File: src/rtl/tank_shell.sv
// Purpose : single tank shell - fire-edge capture, frame-rate flight, screen-edge/hit retire, cooldown.
// Latency : launch/move registered one Clk after the internal frame_tick pulse; hit retires at next Clk.
// Backpress: none; fire edges outside IDLE are dropped, never queued.
// Ports   : Clk/Reset (async active-low); frame_clk, fire, tank_X/Y/dir, hit, DrawX/Y in;
//           shell_X/Y/dir, shell_active, is_shell (combinational), shots_fired out.
module tank_shell #(
  parameter logic [9:0] Shell_Step      = 10'd4,
  parameter logic [9:0] Shell_Size      = 10'd4,
  parameter logic [5:0] Cooldown_Frames = 6'd30
) (
  input  logic       Clk,
  input  logic       Reset,
  input  logic       frame_clk,
  input  logic       fire,
  input  logic [9:0] tank_X,
  input  logic [9:0] tank_Y,
  input  logic [2:0] tank_dir,
  input  logic       hit,
  input  logic [9:0] DrawX,
  input  logic [9:0] DrawY,
  output logic [9:0] shell_X,
  output logic [9:0] shell_Y,
  output logic [2:0] shell_dir,
  output logic       shell_active,
  output logic       is_shell,
  output logic [7:0] shots_fired
);

  typedef enum logic [1:0] {IDLE, FLY, COOLDOWN} state_t;

  localparam logic [2:0] DIR_UP    = 3'd1;
  localparam logic [2:0] DIR_RIGHT = 3'd2;
  localparam logic [2:0] DIR_LEFT  = 3'd3;
  localparam logic [2:0] DIR_DOWN  = 3'd4;

  localparam logic signed [10:0] X_MAX = 11'sd636;
  localparam logic signed [10:0] Y_MAX = 11'sd476;

  state_t      state_q, state_d;
  logic        frame_dly_q, frame_dly_d;
  logic        frame_tick_q, frame_tick_d;
  logic        fire_dly_q, fire_dly_d;
  logic        pending_q, pending_d;
  logic [5:0]  cd_cnt_q, cd_cnt_d;
  logic [9:0]  shell_x_q, shell_x_d;
  logic [9:0]  shell_y_q, shell_y_d;
  logic [2:0]  shell_dir_q, shell_dir_d;
  logic        shell_active_q, shell_active_d;
  logic [7:0]  shots_q, shots_d;

  // 11-bit signed intermediates so positions left/above the screen show up negative.
  logic signed [10:0] tx_s, ty_s, sx_s, sy_s, step_s;
  logic signed [10:0] spawn_x, spawn_y, next_x, next_y;
  logic               dir_valid, fire_rise;

  function automatic logic in_range(input logic signed [10:0] x, input logic signed [10:0] y);
    in_range = !x[10] && (x <= X_MAX) && !y[10] && (y <= Y_MAX);
  endfunction

  always_comb begin
    tx_s      = signed'({1'b0, tank_X});
    ty_s      = signed'({1'b0, tank_Y});
    sx_s      = signed'({1'b0, shell_x_q});
    sy_s      = signed'({1'b0, shell_y_q});
    step_s    = signed'({1'b0, Shell_Step});
    dir_valid = (tank_dir >= DIR_UP) && (tank_dir <= DIR_DOWN);
    fire_rise = fire & ~fire_dly_q;

    // Spawn just ahead of the 32x32 tank's barrel, centred on its facing edge.
    spawn_x = tx_s;
    spawn_y = ty_s;
    case (tank_dir)
      DIR_UP:    begin spawn_x = tx_s + 11'sd14; spawn_y = ty_s - 11'sd4;  end
      DIR_RIGHT: begin spawn_x = tx_s + 11'sd32; spawn_y = ty_s + 11'sd14; end
      DIR_LEFT:  begin spawn_x = tx_s - 11'sd4;  spawn_y = ty_s + 11'sd14; end
      DIR_DOWN:  begin spawn_x = tx_s + 11'sd14; spawn_y = ty_s + 11'sd32; end
      default:   begin spawn_x = tx_s;           spawn_y = ty_s;           end
    endcase

    next_x = sx_s;
    next_y = sy_s;
    case (shell_dir_q)
      DIR_UP:    next_y = sy_s - step_s;
      DIR_RIGHT: next_x = sx_s + step_s;
      DIR_LEFT:  next_x = sx_s - step_s;
      DIR_DOWN:  next_y = sy_s + step_s;
      default:   next_x = sx_s;
    endcase
  end

  always_comb begin
    frame_dly_d  = frame_clk;
    frame_tick_d = frame_clk & ~frame_dly_q;
    fire_dly_d   = fire;
    state_d      = state_q;
    pending_d    = pending_q;
    cd_cnt_d     = cd_cnt_q;
    shell_x_d    = shell_x_q;
    shell_y_d    = shell_y_q;
    shell_dir_d  = shell_dir_q;
    shots_d      = shots_q;

    case (state_q)
      IDLE: begin
        if (frame_tick_q && pending_q) begin
          // A pending request is consumed by this tick whether or not it launches.
          pending_d = 1'b0;
          if (dir_valid) begin
            shots_d     = shots_q + 8'd1;
            shell_dir_d = tank_dir;
            if (in_range(spawn_x, spawn_y)) begin
              shell_x_d = spawn_x[9:0];
              shell_y_d = spawn_y[9:0];
              state_d   = FLY;
            end else begin
              cd_cnt_d = 6'd0;
              state_d  = COOLDOWN;
            end
          end
        end else if (fire_rise) begin
          pending_d = 1'b1;
        end
      end
      FLY: begin
        // hit outranks a coincident frame tick: retire without moving.
        if (hit) begin
          cd_cnt_d = 6'd0;
          state_d  = COOLDOWN;
        end else if (frame_tick_q) begin
          if (in_range(next_x, next_y)) begin
            shell_x_d = next_x[9:0];
            shell_y_d = next_y[9:0];
          end else begin
            cd_cnt_d = 6'd0;
            state_d  = COOLDOWN;
          end
        end
      end
      COOLDOWN: begin
        if (frame_tick_q) begin
          if (cd_cnt_q == Cooldown_Frames - 6'd1) begin
            state_d = IDLE;
          end else begin
            cd_cnt_d = cd_cnt_q + 6'd1;
          end
        end
      end
      default: state_d = IDLE;
    endcase

    shell_active_d = (state_d == FLY);
  end

  always_ff @(posedge Clk or negedge Reset) begin
    if (!Reset) begin
      state_q        <= IDLE;
      frame_dly_q    <= 1'b0;
      frame_tick_q   <= 1'b0;
      fire_dly_q     <= 1'b0;
      pending_q      <= 1'b0;
      cd_cnt_q       <= 6'd0;
      shell_x_q      <= 10'd0;
      shell_y_q      <= 10'd0;
      shell_dir_q    <= 3'd0;
      shell_active_q <= 1'b0;
      shots_q        <= 8'd0;
    end else begin
      state_q        <= state_d;
      frame_dly_q    <= frame_dly_d;
      frame_tick_q   <= frame_tick_d;
      fire_dly_q     <= fire_dly_d;
      pending_q      <= pending_d;
      cd_cnt_q       <= cd_cnt_d;
      shell_x_q      <= shell_x_d;
      shell_y_q      <= shell_y_d;
      shell_dir_q    <= shell_dir_d;
      shell_active_q <= shell_active_d;
      shots_q        <= shots_d;
    end
  end

  assign shell_X      = shell_x_q;
  assign shell_Y      = shell_y_q;
  assign shell_dir    = shell_dir_q;
  assign shell_active = shell_active_q;
  assign shots_fired  = shots_q;

  assign is_shell = shell_active_q
                 && ({1'b0, DrawX} >= {1'b0, shell_x_q})
                 && ({1'b0, DrawX} <= {1'b0, shell_x_q} + {1'b0, Shell_Size} - 11'd1)
                 && ({1'b0, DrawY} >= {1'b0, shell_y_q})
                 && ({1'b0, DrawY} <= {1'b0, shell_y_q} + {1'b0, Shell_Size} - 11'd1);

endmodule

File: config.mk
export PLATFORM = sky130hd
export DESIGN_NAME = tank_shell
export DESIGN_NICKNAME = d
export VERILOG_FILES = /design/src/rtl/tank_shell.sv
export SDC_FILE = /design/constraint.sdc
export NUM_CORES = 1
export LEC_CHECK = 0
export CORE_MARGIN = 2
export CORE_UTILIZATION = 56
export CTS_CLUSTER_SIZE = 16
export DETAILED_ROUTE_END_ITERATION = 12
export GPL_TIMING_DRIVEN = 0
export HOLD_SLACK_MARGIN = 0.03
export PLACE_DENSITY = 0.82
export SETUP_SLACK_MARGIN = 0.1
export SLEW_MARGIN = 20
export SYNTH_ARGS = -nofsm -noshare
export SYNTH_HDL_FRONTEND = slang
export SYNTH_SLANG_ARGS = --single-unit
File: constraint.sdc
create_clock -name Clk -period 4.3 [get_ports Clk]
set_input_delay 0.86 -clock Clk [delete_from_list [all_inputs] [get_ports Clk]]
set_output_delay 0.86 -clock Clk [all_outputs]
set_load 0.02 [all_outputs]
* Yosys cells after proc, flatten, opt, wreduce, memory -nomap -nowiden
Index checks and enable logic that the tools add are counted.
Widths: inputs -> output; s select.
** Word-level totals
- Register bits :: 44
- Word-level logic and storage cells :: 128
** Cells by class
- $lt $le $gt $ge :: 10
- Add/sub/neg operators :: 16
- Eq/ne operators :: 23
- Bitwise operators :: 4
- Reductions and logical operators :: 26
- Multiplexer cells :: 38
** Operators by type and width (number)
- $mux 10 :: 12
- $pmux 11 s3 :: 2
- $mux 6 :: 8
- $add 10x3->11 const B :: 4
- $pmux 11 s2 :: 2
- $sub 10x3->11 const B :: 4
- $pmux 10 s2 :: 2
- $add 10x4->11 const B :: 2
- $add 10x6->11 const B :: 2
- $le 10x11->1 :: 2
- $le 11x10->1 const B :: 2
- $le 11x11->1 const B :: 2
- $sub 11x1->11 const B :: 2
- $ge 10x10->1 :: 2
- $ne 2x2->1 const B :: 9
- $pmux 6 s3 :: 1
- $mux 2 :: 8
- $eq 3x2->1 const B :: 4
- $logic_and 1x1->1 :: 12
- $add 8x1->8 const B :: 1
- $reduce_and 8->1 :: 1
- $reduce_and 7->1 :: 1
- $add 6x1->6 const B :: 1
- $eq 3x1->1 const B :: 2
- 18 further kinds :: 29

* Depth between registers and ports, before layout
- Depth in word-level cells :: 12
- Gate-level depth with buffers :: 15
- Gate-level depth less buffers :: 13

* Worst setup path after synthesis
No wires, ideal clock.
- Path type :: in2reg
- Start :: input port tank_X[3]
- End :: register cd_cnt_q[0]
- Arrival time :: 3.371 ns
- Data required time :: 4.224 ns
- Stages :: 12
- Setup slack :: 0.853 ns
- Path buffers :: 1
- Path through :: clkbuf_1 -> inv_1 -> ha_1 -> or3b_1 -> or3_4 -> o41ai_2 -> or3_1 -> a311oi_1 -> o211a_1 -> a2111oi_4 -> or4b_1 -> o21ai_1
** On the way
- Word-level cells in the longest chain between the ends :: 8
- Elaborated cells on any way between the ends :: 11
- Those cells by class :: add/sub: 3; order compare: 1; eq/ne: 1; mux: 1; reduce/logical: 5
** RTL lines
- from (decl) :: line 15 : input logic [9:0] tank_X,
- $add 10x4->11, or another cell as far along :: line 73, 76
- $pmux 11 s3 * :: line 72 : case (tank_dir)
- $le 11x11->1 / $logic_not 1->1 (equally long branches) :: line 57 : in_range = !x[10] && (x <= X_MAX) && !y[10] && (y <= Y_MAX);
- $logic_and 1x1->1 * (3 in a row) :: line 57
- $ne 2x2->1 (no source line) *
- $reduce_and 8->1 (no source line) *
- to (signal assigned) :: line 173 : cd_cnt_q <= cd_cnt_d;
- to (decl) :: line 44 : logic [5:0] cd_cnt_q, cd_cnt_d;
Every way passes the cells marked *; elsewhere a longest branch is shown, timed or not.
A chain may end at the register's enable or synchronous reset.

* Worst setup path after layout
- Start :: input port DrawX[1]
- End :: output port is_shell
** On the way
- Word-level cells in the longest chain between the ends :: 5
- Elaborated cells on any way between the ends :: 6
- Those cells by class :: order compare: 2; reduce/logical: 4
** RTL lines
- from (decl) :: line 19 : input logic [9:0] DrawX,
- $ge 10x10->1 :: line 189 : && ({1'b0, DrawX} >= {1'b0, shell_x_q})
- $logic_and 1x1->1 :: line 189
- $logic_and 1x1->1 * :: line 190 : && ({1'b0, DrawX} <= {1'b0, shell_x_q} + {1'b0, Shell_Size} - 11'd1)
- $logic_and 1x1->1 * :: line 191 : && ({1'b0, DrawY} >= {1'b0, shell_y_q})
- $logic_and 1x1->1 * :: line 192 : && ({1'b0, DrawY} <= {1'b0, shell_y_q} + {1'b0, Shell_Size} - 11'd1);
- to (decl) :: line 25 : output logic is_shell,
Marked as above.

==> impl_results.rst <==
.. list-table::
   :header-rows: 1

   * - Metric
     - Value
   * - Worst Reg-to-Reg Cells
     - 15
   * - Logic depth of the worst path, buffers included
     - 12
   * - Endpoints failing setup
     - 0
   * - Buffers and inverters on the worst path
     - 2
   * - Routed wire length
     - 15000 µm
   * - Pre-Repair DR Iteration Count
     - 5
   * - Area used by multi-input combinational logic
     - between 0.003 and 0.004 mm²
   * - Ys async rst share
     - 100%
   * - Initial antenna violation count
     - 0
   * - Unrepaired setup endpoints after global routing
     - no
   * - Clock sink total
     - 44
   * - Count of hold-fix buffers inserted at cts
     - 0
   * - Largest net degree at the start of global routing
     - 33
   * - Residual overflow from global routing
     - 0
   * - Min Tclk post-route
     - about 4.0 ns
   * - Vertical extent of the die
     - ~100 µm
   * - Inserted Diodes
     - 0
   * - Critical setup path kind
     - primary input to output port
   * - Register area
     - 0.00110 mm²
   * - Pwr dens
     - around 550 mW/mm²
   * - Global-route wire length before repair
     - roughly 24000 µm
   * - Die area
     - approximately 0.010 mm²
   * - Initial cell density of the core
     - between 50% and 60%
   * - Violation count after the first detailed-route iteration
     - 288
   * - Placed instance area
     - 0.00628 mm²
   * - Fmax
     - 0.248 GHz
   * - CTS HTree Levels
     - 2
   * - PortBufs
     - 75
   * - Leakage power of the design
     - 0.00266 µW
   * - Die extent in x
     - 102 µm
   * - Share of synthesized area occupied by flip-flops and latches
     - 20.6%
   * - CTS buffer count
     - 5
   * - Global placement routability congestion
     - 0.941
   * - Via count of the first global-routing pass
     - 5086
   * - Synth warnings
     - 0
   * - Final Total Pwr
     - 3530 µW
   * - Kind of cell adding the most delay to the critical path
     - compound AO/OA/AOI/OAI gates
   * - Clock-pin slew of the registers on the worst-case setup and hold paths
     - 0.08 ns
   * - Main synth FF type
     - sky130_fd_sc_hd__dfrtp_1
   * - Area Growth Syn to Fin
     - 18.9%
   * - Cell-by-cell trace of the critical path
     - clkdlybuf4s50_1 -> ha_1 -> nor2b_1 -> o21a_1 -> o21a_1 -> o21ai_0 -> nand2b_1 -> a21oi_1 -> o21ai_0 -> a21boi_1 -> o2111a_1 -> clkbuf_2
   * - Min-delay worst type
     - flip-flop to flip-flop
   * - Clk Tree Root Cell
     - sky130_fd_sc_hd__clkbuf_8
   * - Cell depth of the worst min-delay path
     - 1
   * - WL/cell
     - around 17 µm
   * - Number of enable-type register cells in the synthesized netlist
     - 0
   * - Detailed placer's ending HPWL
     - 12000 µm
   * - Number of different library cells in the post-synthesis netlist
     - 80
   * - Worst-Skew Late Latency
     - 0.31 ns
   * - Pin slew with the least headroom to its limit
     - 0.621 ns
   * - Hold violation total from the final report
     - 0
   * - FF+latch count, synth
     - between 40 and 50
   * - Number of routed nets with antenna violations
     - 0
   * - DRC viols
     - 0
   * - Fraction of the cycle the final worst path needs
     - 93.9%
   * - Layout filler cell count
     - 778
   * - Tightest slew margin relative to the limit
     - 58.4%
   * - CP max stage cell
     - sky130_fd_sc_hd__clkdlybuf4s50_1
   * - Critical Path End Type
     - output port
   * - Overall routing resource usage
     - 29.4%
   * - Number of ports placed on the die boundary
     - between 80 and 90
   * - Net Count, Synth
     - 775
   * - Post-placement worst setup slack
     - -0.248 ns
   * - Share of layout cells above drive strength 1
     - under 10%
   * - Number of core rows
     - 35
   * - Max Root-Sink Buffers
     - 2
   * - Final Net Count
     - 858
   * - Worst VDD drop
     - 220 µV
   * - Final number of max-transition violations
     - 0
   * - Worst clock skew
     - 0.0116 ns
   * - CP Max Fanout
     - 2
   * - Final design utilization
     - between 60% and 70%
   * - Mapped Area
     - 0.00536 mm²
   * - Routed via count divided by cell count
     - just over 6
   * - Reported max-cap violation count
     - 0
   * - Number of vias in the routed layout
     - 5436
   * - Final worst-path setup slack
     - 0.263 ns
   * - Clock tree from TritonCTS
     - yes
   * - Result of the run
     - complete, no violations
   * - Synthesized netlist cell count
     - 661
   * - Post-Syn Area per Cell
     - 8.11 µm²
   * - Startpoint type of the worst setup path
     - primary input
   * - Required @ worst endpoint
     - 3.44 ns
   * - Crit path largest cell delay
     - approximately 0.44 ns
   * - Core area
     - 0.00924 mm²
   * - Data arrival time of the worst path
     - about 3.2 ns
   * - Final instance area
     - 0.00637 mm²
layout make-up:
class                           count  share of cell area, %
Buffer                             33                   2.26
Clock buffer                        5                   1.08
Clock inverter                      2                  0.196
Inverter                           46                   2.71
Multi-Input combinational cell    538                   62.0
Sequential cell                    44                   17.3
Tap cell                          129                   2.53
Timing Repair Buffer               76                   11.9
worst reg2reg max path, stage by stage, from the launching register on:
cell                       delay, ns
sky130_fd_sc_hd__dfrtp_1        0.54
sky130_fd_sc_hd__nor2b_1        0.17
sky130_fd_sc_hd__clkbuf_1       0.32
sky130_fd_sc_hd__nand2_1        0.12
sky130_fd_sc_hd__xnor2_1        0.14
sky130_fd_sc_hd__ha_1           0.26
sky130_fd_sc_hd__or4bb_1        0.48
sky130_fd_sc_hd__o22ai_1        0.17
sky130_fd_sc_hd__xnor2_1        0.12
sky130_fd_sc_hd__nor4b_1        0.54
sky130_fd_sc_hd__o22ai_2        0.19
sky130_fd_sc_hd__nand4_1        0.15
sky130_fd_sc_hd__o21ai_2        0.14
sky130_fd_sc_hd__buf_4          0.22
sky130_fd_sc_hd__o211ai_1       0.12
sky130_fd_sc_hd__o21ai_1        0.09
where the power goes:
| part | switching [µW] | internal, µW | leakage, µW |
|---|---|---|---|
| combinational | 1390 | 1120 | 0.00207 |
| sequential | 198 | 559 | 0.000545 |
| clock | 150 | 110 | 0.0000400 |
| total | 1740 | 1790 | 0.00266 |
sequential cells by signal, indices dropped and copies added (netlist names), 2 cells and up:
signal / flops
cd_cnt_q: 6
shell_X: 10
shell_Y: 10
shell_dir: 3
shots_fired: 8
state_q: 2
routing by layer:
| metal | part of all wire (%) | track usage (%) | wire [µm] |
|---|---|---|---|
| met1 | 43 | 38.5 | 6530 |
| met2 | 49 | 51.4 | 7320 |
| met3 | 5.9 | 2.80 | 894 |
| met4 | 1.9 | 9.03 | 289 |
| met5 | 0 | 0 | 0 |
stage by stage:
stage / instances / setup TNS, ns / hold WS, ns
after CTS: 873 / 0 / 0.412
after detailed placement: 866 / -0.248 / 0.400
final: 873 / 0 / 0.407
after global placement: 865 / -0.212 / 0.384
after floorplan: 661 / 0 / 0.378
after global routing: 873 / 0 / 0.424
cell usage after synthesis, drive strengths merged (7+ instances only):
library cell	count	area [µm²]
ha	65	813
o21ai	56	288
nand2	47	176
inv	46	173
dfrtp	44	1100
xnor2	39	342
a21oi	34	170
nor2	30	115
clkbuf	20	75.1
nand3	17	85.1
nor3	16	90.1
nand2b	15	93.8
o22ai	15	100
nand4	14	87.6
and3	13	81.3
buf	13	67.6
a31oi	12	75.1
nor2b	12	75.1
o21a	12	90.1
o211ai	8	60.1
a31o	7	61.3
xor2	7	61.3
layout by cell type, fill, tap and decap left out, types with 5 or more instances in the layout:
master and count:
sky130_fd_sc_hd__dfrtp_1 44, sky130_fd_sc_hd__nand2_1 47, sky130_fd_sc_hd__o21ai_1 18, sky130_fd_sc_hd__a31oi_1 12, sky130_fd_sc_hd__clkbuf_1 19, sky130_fd_sc_hd__buf_2 10, sky130_fd_sc_hd__a21o_1 6, sky130_fd_sc_hd__a21oi_1 34
sky130_fd_sc_hd__o211ai_1 8, sky130_fd_sc_hd__nand3_1 17, sky130_fd_sc_hd__nand3b_1 5, sky130_fd_sc_hd__nor2_1 29, sky130_fd_sc_hd__nand4b_1 5, sky130_fd_sc_hd__clkbuf_8 5, sky130_fd_sc_hd__o22ai_1 14, sky130_fd_sc_hd__nor3_1 13
sky130_fd_sc_hd__nor2b_1 12, sky130_fd_sc_hd__clkdlybuf4s50_1 73, sky130_fd_sc_hd__xnor2_1 39, sky130_fd_sc_hd__and2_1 6, sky130_fd_sc_hd__nand2b_1 15, sky130_fd_sc_hd__o21a_1 12, sky130_fd_sc_hd__ha_1 65, sky130_fd_sc_hd__mux2i_1 5
sky130_fd_sc_hd__a22o_1 6, sky130_fd_sc_hd__and3_1 13, sky130_fd_sc_hd__xor2_1 7, sky130_fd_sc_hd__inv_1 45, sky130_fd_sc_hd__o21ai_0 36, sky130_fd_sc_hd__nand4_1 14
final timing paths:
check | start | endpoint | slack (ns)
max in group asynchronous | Reset | shell_Y[3] | 3.38
worst min register to register | frame_dly_q | frame_tick_q | 0.41
worst max register to register | shell_dir[1] | shell_X[7] | 0.40
min in group asynchronous | Reset | shell_Y[8] | 0.43
worst max-delay path | DrawX[1] | is_shell | 0.26
worst min-delay path | frame_dly_q | frame_tick_q | 0.41
cell families after synthesis:
kind of cell               after synthesis  synth area share (%)
muxes                                    8                  1.56
buffers and inverters                   79                  5.88
and+or+nand+nor                        216                  23.2
xor gates and xnor gates                46                  7.52
adders and majority gates               66                  15.6
DFF                                     44                  20.6
AOI/OAI and AO/OA                      202                  25.7
what timing repair did:
| action | CTS | global route |
|---|---|---|
| gates resized for setup | 5 | 2 |
| cloned | 0 | 0 |
| buffers inserted | 0 | 0 |
| endpoints found under the setup margin | 1 | 1 |
Note: power is estimated with default switching activity, not from simulation.
